<file path="src/rtl/ps2_console_if.sv">
// ps2_console_if: scancode input, shared text-RAM write port and status for ps2_console_ctrl.
// caps_lock is present only when CAPS_LOCK_EN is defined.
interface ps2_console_if #(parameter int ADDR_W = 12);
   logic [7:0]        scancode;
   logic              scancode_valid;
   logic              ram_grant;
   logic              ram_we;
   logic [ADDR_W-1:0] ram_addr;
   logic [7:0]        ram_wdata;
   logic [4:0]        cursor_row;
   logic [6:0]        cursor_col;
   logic              busy;
   logic              overrun;
`ifdef CAPS_LOCK_EN
   logic              caps_lock;
   modport master (input scancode, scancode_valid, ram_grant,
                   output ram_we, ram_addr, ram_wdata, cursor_row, cursor_col, busy, overrun, caps_lock);
   modport slave (output scancode, scancode_valid, ram_grant,
                  input ram_we, ram_addr, ram_wdata, cursor_row, cursor_col, busy, overrun, caps_lock);
`else
   modport master (input scancode, scancode_valid, ram_grant,
                   output ram_we, ram_addr, ram_wdata, cursor_row, cursor_col, busy, overrun);
   modport slave (output scancode, scancode_valid, ram_grant,
                  input ram_we, ram_addr, ram_wdata, cursor_row, cursor_col, busy, overrun);
`endif
endinterface

</file>
<file path="src/rtl/ps2_console_ctrl.sv">
// ps2_console_ctrl: set-2 scancodes to ASCII writes into the COLSxROWS text RAM, with cursor and shift tracking.
// Optional macro CAPS_LOCK_EN adds a caps lock toggle on make code 58 and the caps_lock output.
module ps2_console_ctrl #(
   parameter int COLS   = 80,
   parameter int ROWS   = 30,
   parameter int ADDR_W = 12
) (
   input logic           clk,
   input logic           rst_n,
   ps2_console_if.master bus
);
   typedef enum logic [1:0] {IDLE, BREAK, WRITE, ERASE} state_e;
   state_e            state_q;
   logic              shift_q, we_q, overrun_q, upper, at_home, last_col, busy;
   logic [4:0]        row_q, row_inc, row_bs;
   logic [6:0]        col_q, col_inc, col_bs;
   logic [ADDR_W-1:0] addr_q;
   logic [7:0]        wdata_q;
   logic [8:0]        key;

   function automatic logic [ADDR_W-1:0] addr_of(input logic [4:0] r, input logic [6:0] c);
      return ADDR_W'(int'(r) * COLS + int'(c));
   endfunction

   // Returns {mapped, ascii}; letters take case from up, digits/symbols from sh.
   function automatic logic [8:0] keymap(input logic [7:0] c, input logic up, input logic sh);
      logic [7:0] l;
      logic [8:0] k;
      case (c)
         8'h1C: l = "a";  8'h32: l = "b";  8'h21: l = "c";  8'h23: l = "d";  8'h24: l = "e";
         8'h2B: l = "f";  8'h34: l = "g";  8'h33: l = "h";  8'h43: l = "i";  8'h3B: l = "j";
         8'h42: l = "k";  8'h4B: l = "l";  8'h3A: l = "m";  8'h31: l = "n";  8'h44: l = "o";
         8'h4D: l = "p";  8'h15: l = "q";  8'h2D: l = "r";  8'h1B: l = "s";  8'h2C: l = "t";
         8'h3C: l = "u";  8'h2A: l = "v";  8'h1D: l = "w";  8'h22: l = "x";  8'h35: l = "y";
         8'h1A: l = "z";
         default: l = 8'h00;
      endcase
      case (c)
         8'h16: k = {1'b1, sh ? "!" : "1"};
         8'h1E: k = {1'b1, sh ? "@" : "2"};
         8'h26: k = {1'b1, sh ? "#" : "3"};
         8'h25: k = {1'b1, sh ? "$" : "4"};
         8'h2E: k = {1'b1, sh ? "%" : "5"};
         8'h36: k = {1'b1, sh ? "^" : "6"};
         8'h3D: k = {1'b1, sh ? "&" : "7"};
         8'h3E: k = {1'b1, sh ? "*" : "8"};
         8'h46: k = {1'b1, sh ? "(" : "9"};
         8'h45: k = {1'b1, sh ? ")" : "0"};
         8'h29: k = 9'h120;
         default: k = 9'h000;
      endcase
      if (l != 8'h00) k = {1'b1, up ? l - 8'h20 : l};
      return k;
   endfunction

   assign last_col = col_q == 7'(COLS - 1);
   assign at_home  = row_q == 5'd0 && col_q == 7'd0;
   assign row_inc  = row_q == 5'(ROWS - 1) ? 5'd0 : row_q + 5'd1;
   assign col_inc  = last_col ? 7'd0 : col_q + 7'd1;
   assign col_bs   = col_q == 7'd0 ? 7'(COLS - 1) : col_q - 7'd1;
   assign row_bs   = col_q == 7'd0 ? row_q - 5'd1 : row_q;
   assign busy     = state_q == WRITE || state_q == ERASE;
`ifdef CAPS_LOCK_EN
   logic caps_q;
   assign upper         = shift_q ^ caps_q;
   assign bus.caps_lock = caps_q;
`else
   assign upper = shift_q;
`endif
   assign key = keymap(bus.scancode, upper, shift_q);

   always_ff @(posedge clk or negedge rst_n)
      if (!rst_n) begin
         state_q   <= IDLE;
         shift_q   <= 1'b0;
         row_q     <= 5'd0;
         col_q     <= 7'd0;
         we_q      <= 1'b0;
         addr_q    <= '0;
         wdata_q   <= 8'h00;
         overrun_q <= 1'b0;
`ifdef CAPS_LOCK_EN
         caps_q    <= 1'b0;
`endif
      end else begin
         overrun_q <= bus.scancode_valid && busy;
         case (state_q)
            IDLE: if (bus.scancode_valid) begin
               if (bus.scancode == 8'hF0) state_q <= BREAK;
               else if (bus.scancode == 8'h12 || bus.scancode == 8'h59) shift_q <= 1'b1;
               else if (bus.scancode == 8'h66) begin
                  if (!at_home) begin
                     row_q   <= row_bs;
                     col_q   <= col_bs;
                     addr_q  <= addr_of(row_bs, col_bs);
                     wdata_q <= 8'h20;
                     we_q    <= 1'b1;
                     state_q <= ERASE;
                  end
               end else if (bus.scancode == 8'h5A) begin
                  row_q <= row_inc;
                  col_q <= 7'd0;
`ifdef CAPS_LOCK_EN
               end else if (bus.scancode == 8'h58) begin
                  caps_q <= !caps_q;
`endif
               end else if (key[8]) begin
                  addr_q  <= addr_of(row_q, col_q);
                  wdata_q <= key[7:0];
                  we_q    <= 1'b1;
                  state_q <= WRITE;
               end
            end
            BREAK: if (bus.scancode_valid) begin
               if (bus.scancode == 8'h12 || bus.scancode == 8'h59) shift_q <= 1'b0;
               state_q <= IDLE;
            end
            default: if (bus.ram_grant) begin
               we_q    <= 1'b0;
               state_q <= IDLE;
               if (state_q == WRITE) begin
                  col_q <= col_inc;
                  if (last_col) row_q <= row_inc;
               end
            end
         endcase
      end

   assign bus.ram_we     = we_q;
   assign bus.ram_addr   = addr_q;
   assign bus.ram_wdata  = wdata_q;
   assign bus.cursor_row = row_q;
   assign bus.cursor_col = col_q;
   assign bus.busy       = busy;
   assign bus.overrun    = overrun_q;
endmodule

</file>
<file path="src/flat_wrapper.sv">
// flat-port wrapper written by rule: the top's interface ports become plain ports
module ps2_console_ctrl_flat 
#(
   parameter int COLS   = 80,
   parameter int ROWS   = 30,
   parameter int ADDR_W = 12
)
  (clk, rst_n, bus_scancode, bus_scancode_valid, bus_ram_grant, bus_ram_we, bus_ram_addr, bus_ram_wdata, bus_cursor_row, bus_cursor_col, bus_busy, bus_overrun);
  ps2_console_if #(.ADDR_W(ADDR_W)) bus_i ();
  input logic clk;
  input logic rst_n;
  input wire logic [$bits(bus_i.scancode)-1:0] bus_scancode;
  input wire logic [$bits(bus_i.scancode_valid)-1:0] bus_scancode_valid;
  input wire logic [$bits(bus_i.ram_grant)-1:0] bus_ram_grant;
  output wire logic [$bits(bus_i.ram_we)-1:0] bus_ram_we;
  output wire logic [$bits(bus_i.ram_addr)-1:0] bus_ram_addr;
  output wire logic [$bits(bus_i.ram_wdata)-1:0] bus_ram_wdata;
  output wire logic [$bits(bus_i.cursor_row)-1:0] bus_cursor_row;
  output wire logic [$bits(bus_i.cursor_col)-1:0] bus_cursor_col;
  output wire logic [$bits(bus_i.busy)-1:0] bus_busy;
  output wire logic [$bits(bus_i.overrun)-1:0] bus_overrun;
  assign bus_i.scancode = bus_scancode;
  assign bus_i.scancode_valid = bus_scancode_valid;
  assign bus_i.ram_grant = bus_ram_grant;
  assign bus_ram_we = bus_i.ram_we;
  assign bus_ram_addr = bus_i.ram_addr;
  assign bus_ram_wdata = bus_i.ram_wdata;
  assign bus_cursor_row = bus_i.cursor_row;
  assign bus_cursor_col = bus_i.cursor_col;
  assign bus_busy = bus_i.busy;
  assign bus_overrun = bus_i.overrun;
  ps2_console_ctrl #(.COLS(COLS), .ROWS(ROWS), .ADDR_W(ADDR_W)) u_core (.clk(clk), .rst_n(rst_n), .bus(bus_i));
endmodule
</file>
<file path="config.mk">
export PLATFORM = sky130hd
export DESIGN_NAME = ps2_console_ctrl_flat
export DESIGN_NICKNAME = d
export VERILOG_FILES = /design/src/rtl/ps2_console_if.sv /design/src/rtl/ps2_console_ctrl.sv /design/src/flat_wrapper.sv
export SDC_FILE = /design/constraint.sdc
export NUM_CORES = 1
export LEC_CHECK = 0
export ABC_AREA = 1
export CORE_UTILIZATION = 35
export CTS_BUF_LIST = sky130_fd_sc_hd__clkbuf_8
export CTS_CLUSTER_DIAMETER = 80
export DETAILED_ROUTE_END_ITERATION = 16
export HOLD_SLACK_MARGIN = 0.1
export MAX_ROUTING_LAYER = met4
export PLACE_DENSITY = 0.56
export SLEW_MARGIN = 5
export SYNTH_ARGS = -nofsm -noshare
export SYNTH_HDL_FRONTEND = slang
export SYNTH_SLANG_ARGS = --single-unit
</file>
<file path="constraint.sdc">
create_clock -name clk -period 10.8 [get_ports clk]
set_clock_uncertainty 0.2 [all_clocks]
set_input_delay 1.62 -clock clk [delete_from_list [all_inputs] [get_ports clk]]
set_output_delay 1.62 -clock clk [all_outputs]
set_load 0.05 [all_outputs]
</file>
==> reports/results.ini <==
[outcome]
status = completed

[timing]
min_period_ns = 4.96
slew_viol_final = 0
slew_headroom = 0.418
finalSetupViolCount = 0
post-route-period-util = 0.459
setup_tns_ns = 0
worstMarginPinSlew_ns = 0.868
rsz0062_at_grt = no
finalHoldViolations = 0
fmax_mhz = 202

[critical_path]
worstSetupPathType = in -> reg
required_ns = 10.78
cp_cell_sequence = clkdlybuf4s50_1 > inv_2 > nand3_1 > nor3_2 > nor2_1 > o41ai_1 > nand2_1 > nor2_2 > nand2_2 > nor2_1 > a21oi_1
worstPathArrival_ns = 4.94
path_max_fanout = 18
max_stage_delay_ns = 0.76
crit_slowest_cell = nor3_2
startpoint_type = input port
crit_top_cell = nor2_1
end_kind = register
crit_family = simple AND/OR/NAND/NOR gates
cp_num_buf_inv = 2

[power]
p_leak_nw = 2.21
power_mw = 1.38
ir_drop_mv = 0.144
cellPowerDensity_nw_per_um2 = 306

[clocking]
cts_tree = yes
clk_pin_slew_ns = 0.08
numCtsBuffers = 5
cts_sinks = 37
cts_setup_buffers = 0
cts_max_level = 2
hold_buffers = 0
ctsResizeCount = 0
root_buffer = clkbuf_8
clockBufferDepth = 2
clock_latency_ns = 0.30

[yosys]
synthTopCellsByCount = nand2_1, inv_1, nor2_1, nand3_1, dfrtp_1
synth_cell_type_count = 43
ys.flop_type = dfrtp_1
avgSynthCellArea_um2 = 6.67
yosys.area.top_type_share = 0.239
async_flop_share = 1.00
synth-seq-cells = 37
synth_cells = 580
netlist.top_cell.by_area = dfrtp_1
yosysSeqAreaShare = 0.239
syn_area_um2 = 3870
synth_nets = 629
synth_warnings = 0
synth_edf_count = 0
yosys-top-cells-area = dfrtp_1, nand2_1, ha_1
yosysMostFrequentCell = nand2_1

[floorplanning]
die_area_um2 = 11500
core_area_um2 = 10800
die_h_um = 107
rows = 38
die_w_um = 107
ios = 47
initial_core_util = 0.358

[final_layout]
nets = 668
fin_util = 0.418
stdcell_count = 760
fillers = 1139
num_antenna_cells = 0
syn_to_final_growth_pct = 16.6
multi_input_area_um2 = 2560
drive_above_1_share = 0.0839
regArea_um2 = 926

[grt]
antenna_found_initial = 0
grt_pass1_wl_um = 16800
grt_usage = 0.187
grt_pass1_vias = 3554
overflow = 0
grt_max_degree = 38

[routing]
vias_per_cell = 5.08
drc = 0
wl_per_cell_um = 13.1
antenna_left = 0
drt_iter0_markers = 261
routed_wirelength_um = 9960
num_vias = 3859
first_pass_iters = 5

[job]
maxCapViolCount = 0

[placement]
port-buffer-count = 46
hpwlAfterDp_um = 7840
gp_congestion = 0.961
dp_cells = 752

[hold_path]
hp-class = reg -> reg

==> cell type report <==
cell class | count | area share
repair buffers | 46 | 0.101
inverters | 74 | 0.0616
multi-input cells | 455 | 0.567
clock buffers | 6 | 0.0183
flip-flops and latches | 37 | 0.205
clock inverters | 2 | 0.00749
well taps | 140 | 0.0388
==> cell families after synthesis <==
logic type                 synth area share
DFF                                   0.239
muxes                               0.00518
AOI/OAI and AO/OA                     0.146
buffers and inverters                0.0987
and+or+nand+nor                       0.350
adders and majority gates             0.128
xor gates and xnor gates             0.0340
==> layer usage <==
metal,track usage,vias to the layer above,part of all wire,routed length (µm)
li1,-,1967,-,-
met1,0.248,1758,0.47,4670
met2,0.298,120,0.47,4670
met3,0.0243,14,0.045,449
met4,0.0577,0,0.018,178
met5,-,-,0,0
==> sequential cells by signal, indices dropped and copies added (netlist names) <==
signal and count:
u_core.bus.ram_addr 12, u_core.bus.ram_wdata 8, u_core.bus.cursor_col 7, u_core.bus.cursor_row 5, u_core.state_q 2, u_core.bus.overrun 1, u_core.bus.ram_we 1, u_core.shift_q 1
==> worst paths after layout <==
check / start / to / slack [ns] / cells after the start
hold reg to reg: u_core.bus.ram_we / u_core.bus.ram_we / 0.28 / 2
setup / recovery: bus_scancode[3] / u_core.bus.cursor_row[4] / 5.84 / 11
max in group asynchronous: rst_n / u_core.bus.ram_wdata[1] / 8.62 / 1
setup reg to reg: u_core.bus.cursor_col[0] / u_core.bus.ram_addr[10] / 6.42 / 19
min in group asynchronous: rst_n / u_core.bus.cursor_row[4] / 1.23 / 1
hold / removal: u_core.bus.ram_we / u_core.bus.ram_we / 0.28 / 2
==> worst reg2reg max path: stages, from the launching register on <==
cell and delay [ns]:
dfrtp_1 0.48, inv_1 0.17, ha_1 0.22, nand2_1 0.07, nor2_1 0.20, nand3_1 0.38, o21ai_0 0.65, ha_1 0.35
ha_1 0.22, fa_1 0.39, nand2_1 0.07, inv_1 0.04, nor2_1 0.17, inv_1 0.06, nor3_1 0.23, nand3_1 0.11
nand2_1 0.07, o21ai_0 0.07, nand2_1 0.08, nand2_1 0.05
==> power breakdown <==
part | switching, mW | total (mW) | internal [mW]
Combinational | 0.653 | 1.02 | 0.366
Sequential | 0.0526 | 0.237 | 0.184
Clock | 0.0519 | 0.126 | 0.0744
Total | 0.758 | 1.38 | 0.624
==> through the flow <==
step | hold WS [ns] | setup slack [ns] | cell area [µm²]
after global routing | 0.317 | 5.50 | 4510
after floorplan | 0.274 | 6.89 | 3870
final | 0.280 | 5.84 | 4510
after global placement | 0.265 | 5.80 | 4390
after CTS | 0.288 | 5.89 | 4510
after detailed placement | 0.266 | 5.58 | 4390
==> layout by cell type, fill, tap and decap left out, types with 3 or more instances in the layout <==
| cell type | count |
|---|---|
| a21oi_1 | 26 |
| a31oi_1 | 5 |
| clkbuf_8 | 6 |
| clkdlybuf4s50_1 | 45 |
| dfrtp_1 | 37 |
| fa_1 | 4 |
| ha_1 | 33 |
| inv_1 | 68 |
| inv_2 | 7 |
| nand2_1 | 161 |
| nand2_2 | 15 |
| nand3_1 | 49 |
| nand4_1 | 6 |
| nor2_1 | 51 |
| nor2_4 | 3 |
| nor3_1 | 5 |
| o21ai_0 | 35 |
| o21ai_1 | 7 |
| o21ai_2 | 8 |
| o22ai_1 | 5 |
| or2_2 | 3 |
| xnor2_1 | 4 |
| xor2_1 | 11 |
Note: power is estimated with default switching activity, not from simulation.
